<file path="src/rtl/monitor_pkg.sv">
// Shared monitor parameters, the capture-entry layout and the drain FSM encoding.
// Used by the verdict collector and its capture FIFO.
package monitor_pkg;

    localparam int N_OUT   = 3;
    localparam int VALUE_W = 64;
    localparam int TIME_W  = 32;
    localparam int DEPTH   = 8;

    typedef struct packed {
        logic [TIME_W-1:0]             ts;
        logic [N_OUT-1:0]              mask;
        logic [N_OUT-1:0][VALUE_W-1:0] values;
    } entry_t;

    typedef enum logic [0:0] {
        ST_IDLE = 1'b0,
        ST_EMIT = 1'b1
    } drain_state_t;

    // Index of the lowest set bit; beats are emitted in ascending stream order.
    function automatic logic [1:0] lowest_set(input logic [N_OUT-1:0] mask);
        logic [1:0] idx;
        idx = 2'd0;
        for (int i = N_OUT - 1; i >= 0; i--) begin
            if (mask[i]) begin
                idx = 2'(i);
            end
        end
        return idx;
    endfunction

endpackage

</file>
<file path="src/rtl/sync_fifo.sv">
// Synchronous capture FIFO: storage plus read/write pointers carrying an extra wrap bit.
// Exposes both the head entry and the entry behind it so the drainer can chain entries.
module sync_fifo #(
    parameter int WIDTH = 8,
    parameter int DEPTH = 8,
    localparam int AW   = $clog2(DEPTH)
) (
    input  logic             clk,
    input  logic             rst,
    input  logic             push_i,
    input  logic [WIDTH-1:0] wdata_i,
    input  logic             pop_i,
    output logic [WIDTH-1:0] head_o,
    output logic [WIDTH-1:0] next_o,
    output logic             empty_o,
    output logic             full_o,
    output logic [AW:0]      level_o
);

    logic [WIDTH-1:0] mem_q [DEPTH];
    logic [AW:0]      wr_ptr_q;
    logic [AW:0]      wr_ptr_d;
    logic [AW:0]      rd_ptr_q;
    logic [AW:0]      rd_ptr_d;
    logic [AW-1:0]    rd_next_idx_s;
    logic             do_push_s;
    logic             do_pop_s;

    // Status flags, read ports and pointer advance.
    always_comb begin
        empty_o       = (wr_ptr_q == rd_ptr_q);
        full_o        = (wr_ptr_q[AW] != rd_ptr_q[AW]) &&
                        (wr_ptr_q[AW-1:0] == rd_ptr_q[AW-1:0]);
        level_o       = wr_ptr_q - rd_ptr_q;
        do_push_s     = push_i & ~full_o;
        do_pop_s      = pop_i & ~empty_o;
        rd_next_idx_s = rd_ptr_q[AW-1:0] + AW'(1);
        head_o        = mem_q[rd_ptr_q[AW-1:0]];
        next_o        = mem_q[rd_next_idx_s];
        if (do_push_s) begin
            wr_ptr_d = wr_ptr_q + (AW + 1)'(1);
        end else begin
            wr_ptr_d = wr_ptr_q;
        end
        if (do_pop_s) begin
            rd_ptr_d = rd_ptr_q + (AW + 1)'(1);
        end else begin
            rd_ptr_d = rd_ptr_q;
        end
    end

    // Pointer registers; reset empties the FIFO.
    always_ff @(posedge clk) begin
        if (!rst) begin
            wr_ptr_q <= '0;
            rd_ptr_q <= '0;
        end else begin
            wr_ptr_q <= wr_ptr_d;
            rd_ptr_q <= rd_ptr_d;
        end
    end

    // Entry storage; contents are meaningless until written, so no reset.
    always_ff @(posedge clk) begin
        if (do_push_s) begin
            mem_q[wr_ptr_q[AW-1:0]] <= wdata_i;
        end
    end

endmodule

</file>
<file path="src/rtl/verdict_collector.sv">
// Captures monitor stream outputs with a timestamp into a FIFO and drains each entry
// as one ready/valid beat per active stream, lowest stream index first.
module verdict_collector #(
    parameter int N_OUT   = monitor_pkg::N_OUT,
    parameter int VALUE_W = monitor_pkg::VALUE_W,
    parameter int TIME_W  = monitor_pkg::TIME_W,
    parameter int DEPTH   = monitor_pkg::DEPTH
) (
    input  logic                      clk,
    input  logic                      rst,
    input  logic                      en,
    input  logic signed [VALUE_W-1:0] output_0,
    input  logic signed [VALUE_W-1:0] output_1,
    input  logic signed [VALUE_W-1:0] output_2,
    input  logic                      output_0_aktv,
    input  logic                      output_1_aktv,
    input  logic                      output_2_aktv,
    output logic                      rec_valid,
    input  logic                      rec_ready,
    output logic [1:0]                rec_id,
    output logic signed [VALUE_W-1:0] rec_value,
    output logic [TIME_W-1:0]         rec_time,
    output logic                      rec_last,
    output logic                      overflow,
    output logic [15:0]               drop_count,
    output logic [$clog2(DEPTH):0]    level
);

    import monitor_pkg::entry_t;
    import monitor_pkg::drain_state_t;
    import monitor_pkg::ST_IDLE;
    import monitor_pkg::ST_EMIT;
    import monitor_pkg::lowest_set;

    localparam int LVL_W = $clog2(DEPTH) + 1;

    logic [TIME_W-1:0]  ts_q;
    logic [TIME_W-1:0]  ts_d;
    logic [N_OUT-1:0]   mask_s;
    logic               capture_s;
    logic               push_s;
    logic               drop_s;
    logic               pop_s;
    logic               overflow_q;
    logic               overflow_d;
    logic [15:0]        drops_q;
    logic [15:0]        drops_d;

    entry_t             cap_s;
    entry_t             head_s;
    entry_t             nxt_s;
    entry_t             load_s;
    logic               empty_s;
    logic               full_s;
    logic [LVL_W-1:0]   level_s;

    drain_state_t       state_q;
    drain_state_t       state_d;
    entry_t             ent_q;
    entry_t             ent_d;
    logic [N_OUT-1:0]   rem_q;
    logic [N_OUT-1:0]   rem_d;
    logic               valid_q;
    logic               valid_d;
    logic               last_q;
    logic               last_d;
    logic [1:0]         id_q;
    logic [1:0]         id_d;
    logic [VALUE_W-1:0] value_q;
    logic [VALUE_W-1:0] value_d;
    logic [TIME_W-1:0]  time_q;
    logic [TIME_W-1:0]  time_d;

    logic               has_next_s;
    logic               load_go_s;
    logic [1:0]         ld_idx_s;
    logic [N_OUT-1:0]   ld_rem_s;
    logic [1:0]         st_idx_s;
    logic [N_OUT-1:0]   st_rem_s;

    // Capture decision, timestamp advance and drop accounting.
    always_comb begin
        mask_s      = {output_2_aktv, output_1_aktv, output_0_aktv};
        capture_s   = en & (|mask_s);
        push_s      = capture_s & ~full_s;
        drop_s      = capture_s & full_s;
        cap_s.ts     = ts_q;
        cap_s.mask   = mask_s;
        cap_s.values = {output_2, output_1, output_0};
        if (en) begin
            ts_d = ts_q + TIME_W'(1);
        end else begin
            ts_d = ts_q;
        end
        overflow_d = overflow_q | drop_s;
        if (drop_s && (drops_q != 16'hFFFF)) begin
            drops_d = drops_q + 16'd1;
        end else begin
            drops_d = drops_q;
        end
    end

    sync_fifo #(
        .WIDTH ($bits(entry_t)),
        .DEPTH (DEPTH)
    ) u_fifo (
        .clk     (clk),
        .rst     (rst),
        .push_i  (push_s),
        .wdata_i (cap_s),
        .pop_i   (pop_s),
        .head_o  (head_s),
        .next_o  (nxt_s),
        .empty_o (empty_s),
        .full_o  (full_s),
        .level_o (level_s)
    );

    // Pick the entry to load: FIFO head from IDLE; on a pop, the entry behind the
    // head, or the one being captured right now when the head was the only entry.
    always_comb begin
        has_next_s = (level_s > LVL_W'(1)) | push_s;
        if (state_q == ST_IDLE) begin
            load_s = head_s;
        end else if (level_s > LVL_W'(1)) begin
            load_s = nxt_s;
        end else begin
            load_s = cap_s;
        end
        ld_idx_s = lowest_set(load_s.mask);
        ld_rem_s = load_s.mask & ~(N_OUT'(1) << ld_idx_s);
        st_idx_s = lowest_set(rem_q);
        st_rem_s = rem_q & ~(N_OUT'(1) << st_idx_s);
    end

    // Drain FSM next state and registered beat fields.
    always_comb begin
        state_d   = state_q;
        ent_d     = ent_q;
        rem_d     = rem_q;
        valid_d   = valid_q;
        last_d    = last_q;
        id_d      = id_q;
        value_d   = value_q;
        time_d    = time_q;
        pop_s     = 1'b0;
        load_go_s = 1'b0;
        case (state_q)
            ST_IDLE: begin
                if (!empty_s) begin
                    load_go_s = 1'b1;
                end else begin
                    valid_d = 1'b0;
                    last_d  = 1'b0;
                end
            end
            ST_EMIT: begin
                if (rec_ready && last_q) begin
                    pop_s = 1'b1;
                    if (has_next_s) begin
                        load_go_s = 1'b1;
                    end else begin
                        state_d = ST_IDLE;
                        valid_d = 1'b0;
                        last_d  = 1'b0;
                    end
                end else if (rec_ready) begin
                    id_d    = st_idx_s;
                    value_d = ent_q.values[st_idx_s];
                    rem_d   = st_rem_s;
                    last_d  = (st_rem_s == '0);
                end else begin
                    valid_d = valid_q;
                end
            end
            default: begin
                state_d = ST_IDLE;
                valid_d = 1'b0;
                last_d  = 1'b0;
            end
        endcase
        if (load_go_s) begin
            state_d = ST_EMIT;
            ent_d   = load_s;
            rem_d   = ld_rem_s;
            valid_d = 1'b1;
            id_d    = ld_idx_s;
            value_d = load_s.values[ld_idx_s];
            time_d  = load_s.ts;
            last_d  = (ld_rem_s == '0);
        end else begin
            ent_d = ent_d;
        end
    end

    // State, timestamp and output registers.
    always_ff @(posedge clk) begin
        if (!rst) begin
            ts_q       <= '0;
            overflow_q <= 1'b0;
            drops_q    <= 16'd0;
            state_q    <= ST_IDLE;
            ent_q      <= '0;
            rem_q      <= '0;
            valid_q    <= 1'b0;
            last_q     <= 1'b0;
            id_q       <= 2'd0;
            value_q    <= '0;
            time_q     <= '0;
        end else begin
            ts_q       <= ts_d;
            overflow_q <= overflow_d;
            drops_q    <= drops_d;
            state_q    <= state_d;
            ent_q      <= ent_d;
            rem_q      <= rem_d;
            valid_q    <= valid_d;
            last_q     <= last_d;
            id_q       <= id_d;
            value_q    <= value_d;
            time_q     <= time_d;
        end
    end

    assign rec_valid  = valid_q;
    assign rec_id     = id_q;
    assign rec_value  = $signed(value_q);
    assign rec_time   = time_q;
    assign rec_last   = last_q;
    assign overflow   = overflow_q;
    assign drop_count = drops_q;
    assign level      = level_s;

endmodule

</file>
<file path="config.mk">
export PLATFORM = sky130hd
export DESIGN_NAME = verdict_collector
export DESIGN_NICKNAME = d
export VERILOG_FILES = /design/src/rtl/monitor_pkg.sv /design/src/rtl/sync_fifo.sv /design/src/rtl/verdict_collector.sv
export SDC_FILE = /design/constraint.sdc
export NUM_CORES = 2
export LEC_CHECK = 0
export CAP_MARGIN = 20
export CORE_ASPECT_RATIO = 0.5
export CORE_UTILIZATION = 30
export DETAILED_ROUTE_END_ITERATION = 7
export PLACE_DENSITY = 0.45
export SKIP_LAST_GASP = 1
export SLEW_MARGIN = 5
export SYNTH_ARGS = -nofsm -noshare
export SYNTH_HDL_FRONTEND = slang
export SYNTH_SLANG_ARGS = --single-unit
</file>
<file path="constraint.sdc">
create_clock -name clk -period 41 [get_ports clk]
set_input_delay 10.25 -clock clk [delete_from_list [all_inputs] [get_ports clk]]
set_output_delay 10.25 -clock clk [all_outputs]
set_load 0.1 [all_outputs]
</file>
# == Yosys cells after proc, flatten, opt, wreduce, memory -nomap -nowiden ==
# Memories as Yosys holds them, arrays and structs flattened. A register that Yosys moved wholly into a read port is not among the register bits.
# Cells that the tools add are included.
# classes
n_addsub,6
magnitude_cmp,3
eq_ne,10
shift,2
mux,46
bitwise,14
n_reduce_logical,11
# op_table
cell,count
2-to-1 mux 227 bit,2
2-to-1 mux 64 bit,6
binary-select mux 64 bit (select 2 bit),2
adder 32 x 1 -> 32 bit (second input constant),1
2-to-1 mux 2 bit,10
2-to-1 mux 3 bit,6
2-to-1 mux 1 bit,17
adder 16 x 1 -> 16 bit (second input constant),1
!= test 16 bit (second input constant),1
AND reduction 3 bit,3
adder 4 x 1 -> 4 bit (second input constant),2
bitwise AND 3 bit,2
logical NOT 3 bit,2
< comparator 2 x 3 -> 1 bit (second input constant),2
inverter 3 bit,2
case mux 1 bit (2 select lines),3
<< shifter 1 x 2 -> 3 bit (first input constant),2
bitwise AND 1 bit,5
== test 4 bit,1
greater-than comparator 4 x 1 -> 1 bit (second input constant),1
!= test 4 x 2 -> 1 bit (second input constant),1
!= test 4 bit (second input constant),1
nonzero test 2 bit,2
subtractor 4 bit,1
other kinds (11),16
# word_totals
register_bits,353
ramBits,1816
input_bits,199
output_inout_bits,121
n_memories,1
# mem_list
memory,depth,word_bits,read_ports,rd_clocked_by_memory_dff,write_ports,line,source
u_fifo.mem_q,8,227,2,1,1,sync_fifo.sv:20,logic [WIDTH-1:0] mem_q [DEPTH];

# == Longest topological paths before layout ==
# depth
ltp_word,12
depth_mapped,14
depth_no_buf,11

# == Hierarchy ==
# Synthesis repeated with hierarchy kept, for this count alone.
# hier_totals
cells_unflattened,6494
area_unflattened_um2,104028.5
# by_module_without_submodules
module,n_inst,cells_each,area_per_inst_um2
sync_fifo,1,3508,81903.6
verdict_collector,1,2986,22125.0

# == Worst setup path before layout ==
# No wires, ideal clock.
# synth_path
path_type,input to register
from,input en
to,memory u_fifo.mem_q[0][0] (netlist name) (enable)
arrival_ns,26.322
setup_slack_ns,13.585
stages,6
path_cell_list,clkbuf_1 > o31ai_1 > o21bai_1 > inv_1 > nand2_1 > nor3_1
# synth_between
elab_chain_len,5
# synth_rtl
element,line,source
start: declaration,verdict_collector.sv:11,"input logic en,"
bitwise AND 1 bit,verdict_collector.sv:84,capture_s = en & (|mask_s);
bitwise AND 1 bit,verdict_collector.sv:85,push_s = capture_s & ~full_s;
bitwise AND 1 bit,sync_fifo.sv:35,do_push_s = push_i & ~full_o;
2-to-1 mux 1 bit,sync_fifo.sv:65,if (do_push_s) begin
2-to-1 mux 1 bit (implied by the code),sync_fifo.sv:66,mem_q[wr_ptr_q[AW-1:0]] <= wdata_i;
end: declaration,sync_fifo.sv:20,
# No other way between the ends.

# == Worst setup path in the final report ==
# layout_path
from,input output_2_aktv
to,"register value_q[25], in the netlist rec_value[25]"
# layout_between
elab_chain_len,9
# layout_rtl
element,line,source
start: declaration,verdict_collector.sv:17,"input logic output_2_aktv,"
OR reduction 3 bit,verdict_collector.sv:84,
bitwise AND 1 bit,verdict_collector.sv:84,
bitwise AND 1 bit,verdict_collector.sv:85,
bitwise OR 1 bit,verdict_collector.sv:122,has_next_s = (level_s > LVL_W'(1)) | push_s;
2-to-1 mux 1 bit,verdict_collector.sv:160,if (has_next_s) begin
2-to-1 mux 1 bit,verdict_collector.sv:158,if (rec_ready && last_q) begin
case mux 1 bit (2 select lines),verdict_collector.sv:148,case (state_q)
!= test 2 bit (no line) or nonzero test 2 bit (tied branches),n/a,
AND reduction 3 bit (no line),n/a,
end signal: assignment,verdict_collector.sv:220,value_q <= value_d;
end: declaration,verdict_collector.sv:69,logic [VALUE_W-1:0] value_q;
# Parallel ways exist; a longest one is shown, timed or not. The select of a mux whose other input is x is not followed.
# A chain may end at the register's enable or synchronous reset.

==> metrics.csv <==
stage;metric;value;unit
outcome;status;finished, final reports clean;
setup_path;max_stage_delay;0.83;ns
synthesis;synth_seq_cells;2172;
global_route;grtUsageMet2;34.94;%
synthesis;yosysTopAreaCell;edfxtp_1;
setup_path;r2r_slack;34.60;ns
hold_path;whs_path_depth;2;
setup_path;crit_cells;12;
synthesis;synth_xor_xnor_area_share;0.4057;%
hold_path;min_from;rec_time[23];
clocking;cts_resized;0;
clocking;cts_sinks;2172;
setup_path;cp.required;41.80;ns
setup_path;r2r-start;u_fifo.rd_ptr_q[0];
finish;n_fill_cell;32330;
synthesis;synth_top_family_by_area;multiplexers;
setup_path;cp-end-kind;flip-flop;
routing;num_vias;66010;
floorplan;die_y;412.6;um
routing;wl;342200;um
synthesis;yosysMostFrequentCell;edfxtp_1;
floorplan;die_area;339700;sq um
placed_design;place.gp.congestion;0.7641;
setup_path;r2r_end;rec_value[51];
synthesis;muxShareOfSynthArea;17.79;%
routing;drc_errors;0;
synthesis;ys_top_cells_by_area;edfxtp_1 54%, mux4_2 15%, dfxtp_1 7.0%;
synthesis;ys_async_sr_fraction;0;%
timing;fmax;66.66;MHz
synthesis;synth-simple-area-share;9.446;%
job;drv_cap;0;
pwr;power.leakage;36.08;nW
clocking;clock_latency;0.92;ns
clocking;cts_max_level;4;
clocking;cts_tree;built;
setup_path;cp_max_fo;94;
synthesis;synth-seq-area-share;60.95;%
floorplan;top_level_ports;320;
global_route;grt_pass1_vias;66680;
timing;hold_violations;0;
global_route;grt_antenna_before_repair;55;
finish;num-nets-final;7552;
timing;finalMaxSlewViolations;0;
placed_design;placed_cells;11600;
synthesis;postSynthCellCount;7272;
setup_path;crit_slowest_cell;buf_4;
pwr;finalPower;0.005254;W
routing;ant_nets;0;
floorplan;core_area;334800;sq um
timing;maxSlewHeadroom;18.39;%
routing;first_iter_violations;5309;
floorplan;die_w;823.2;um
timing;finClkSkew;0.05985;ns
setup_path;worstSetupPathType;in -> reg;
timing;setup_violations;0;
finish;finalNonFillerCells;12030;
clocking;root_buffer;clkbuf_16;
synthesis;syn_avg_cell_area;13.91;sq um
setup_path;critPathLaunchType;input pin;
hold_path;min_path_type;reg -> reg;
synthesis;synth-main-ff-cell;edfxtp_1;
global_route;busiest_layer;met2;
hold_path;min_to;rec_time[23];
clocking;cts_hold_buf;0;
synthesis;syn_nets;7479;
timing;tightest_slew;1.224;ns
finish;drive_above_1_share;17.78;%
setup_path;crit_buf_inv;5;
setup_path;crit_top_cell;buf_4;
routing;routed_via_density;5.489;
timing;setup_tns;0;ns
pwr;power.density;45.11;nW/um^2
setup_path;crit_path_cell_trace;clkdlybuf4s50_1, o31ai_1, o21bai_1, o211ai_1, a41o_4, buf_4, buf_4, buf_4, buf_4, a211oi_1, a31oi_1, a21oi_1;
synthesis;synth_edf_count;1816;
synthesis;synth_compound_gate_area_share;8.655;%
clocking;cts_buffer_depth;4;
finish;final_util;34.78;%
setup_path;arrival;15.80;ns
finish;area_delta_synth_final;15.12;%
clocking;postCtsSetupBuffers;0;
synthesis;yosys.area_share.adder;0.1163;%
synthesis;netlist_area;101200;sq um
pwr;irDropWorstVdd;0.03118;mV
setup_path;critical-path-top-delay-family;buffers and inverters;
global_route;grt_max_degree;145;
synthesis;synth_top_area_share;53.91;%
synthesis;ys.warnings.count;0;
floorplan;start_util;30.21;%
timing;fin_crit;15.00;ns
global_route;grt-ovfl-total;0;
routing;wl_per_cell;28.45;um
timing;rsz0062_at_grt;no;
routing;dr.pass1.iters;6;
placed_design;io_buffers;319;
synthesis;yosysUniqueCellTypes;52;
setup_path;reg2reg_depth;11;
timing;fin_crit_sh;36.59;%
synthesis;synth_commonest_cells;1816 x edfxtp_1, 1134 x nand2_1, 652 x mux4_2;
global_route;grt_pass1_wl;490000;um
clocking;clk_pin_slew;0.06;ns
global_route;grt_usage;19.61;%
floorplan;rows;150;
global_route;use_met1;25.24;%
placed_design;hpwlAfterDp;194700;um
global_route;use_met3;2.284;%
clocking;cts-buffers-inserted;225;
cell type report:
class                   instances  area, sq um  share of cell area, %
well taps                    4484         5610                  4.818
clock buffers                 312         6212                  5.335
clock inverters               100         1075                 0.9229
repair buffers                489         4684                  4.023
diodes                         12        30.03                0.02579
inverters                      12        52.55                0.04513
flip-flops and latches       2172        61680                  52.96
multi-input cells            4445        37110                  31.87
per-stage QoR:
stage               hold slack [ns]  worst slack, ns  area [sq um]
detailed placement           0.4439            25.11        109100
CTS                          0.4530            26.11        116400
global placement             0.4382            25.15        109100
global route                 0.4630            25.66        116400
finish                       0.4481            26.00        116500
floorplan                    0.4323            13.59        101200
routing by layer:
metal	routed length, um	vias up
li1	-	28840
met1	143300	34650
met2	172800	1971
met3	15790	551
met4	10260	6
met5	37	-
kinds of logic (layout without fill, tap and decap cells):
group | after synthesis | count (layout)
other | 0 | 12
muxes | 979 | 979
DFF | 2172 | 2172
adders and majority gates | 9 | 9
and+or+nand+nor | 2177 | 2177
buffers and inverters | 655 | 913
xor gates and xnor gates | 46 | 46
AOI/OAI and AO/OA | 1234 | 1234
state kept, by name (all words and copies together), names as in the netlist, 3 cells and up, named ones only:
| signal | count |
|---|---|
| rec_value | 64 |
| u_fifo.rd_ptr_q | 4 |
| ts_q | 32 |
| u_fifo.mem_q | 1816 |
| u_fifo.wr_ptr_q | 4 |
| rem_q | 3 |
| ent_q | 192 |
| rec_time | 32 |
| drop_count | 16 |
worst reg2reg max path: cells and delay by family (launching register included):
kind                     cells  cell delay [ns]
adder cells (fa/ha/maj)      1             0.31
multiplexers                 2             0.47
buffers and inverters        3             2.34
XOR/XNOR                     1             0.75
AO/OA/AOI/OAI                2             1.19
AND/OR/NAND/NOR              2             0.40
flip-flops                   1             0.89
cells in the final DEF, fill, tap and decap left out, types with 7 or more instances in the layout:
cell type / netlist / routed
edfxtp_1: 1816 / 1816
nand2_1: 1134 / 1133
mux4_2: 652 / 652
a211oi_1: 386 / 386
dfxtp_1: 356 / 351
nand3_1: 336 / 336
nor2_1: 326 / 319
clkdlybuf4s50_1: 0 / 315
mux2i_1: 295 / 295
clkbuf_16: 0 / 229
nor2b_1: 199 / 197
a21oi_1: 175 / 175
buf_4: 4 / 156
o21ai_0: 139 / 139
nand4_1: 138 / 138
a32oi_1: 130 / 130
a31o_2: 130 / 129
a31oi_1: 129 / 128
o211ai_1: 66 / 66
clkbuf_1: 495 / 66
a221oi_1: 64 / 61
clkinv_1: 0 / 35
clkinv_2: 0 / 33
xor2_1: 32 / 32
mux2_2: 32 / 32
bufinv_16: 0 / 23
buf_12: 0 / 18
clkbuf_8: 0 / 17
and3_1: 13 / 13
diode_2: 0 / 12
xnor2_1: 13 / 12
inv_1: 11 / 11
or3_1: 9 / 9
nor2_4: 0 / 7
power by group:
part | switching, W | internal, W | total (W)
clock network | 0.000896 | 0.00120 | 0.00209
registers | 0.0000546 | 0.00246 | 0.00252
logic | 0.000454 | 0.000188 | 0.000642
worst max-delay path by stage:
stage,startpoint,end
final,output_2_aktv,rec_value[25]
after global routing,output_2_aktv,rec_value[32]
after CTS,output_2_aktv,rec_value[25]
after detailed placement,output_2_aktv,rec_value[25]
after global placement,output_0_aktv,rec_value[22]
after floorplan,en,u_fifo.mem_q[0][0]
(Power assumes the default switching activity.)
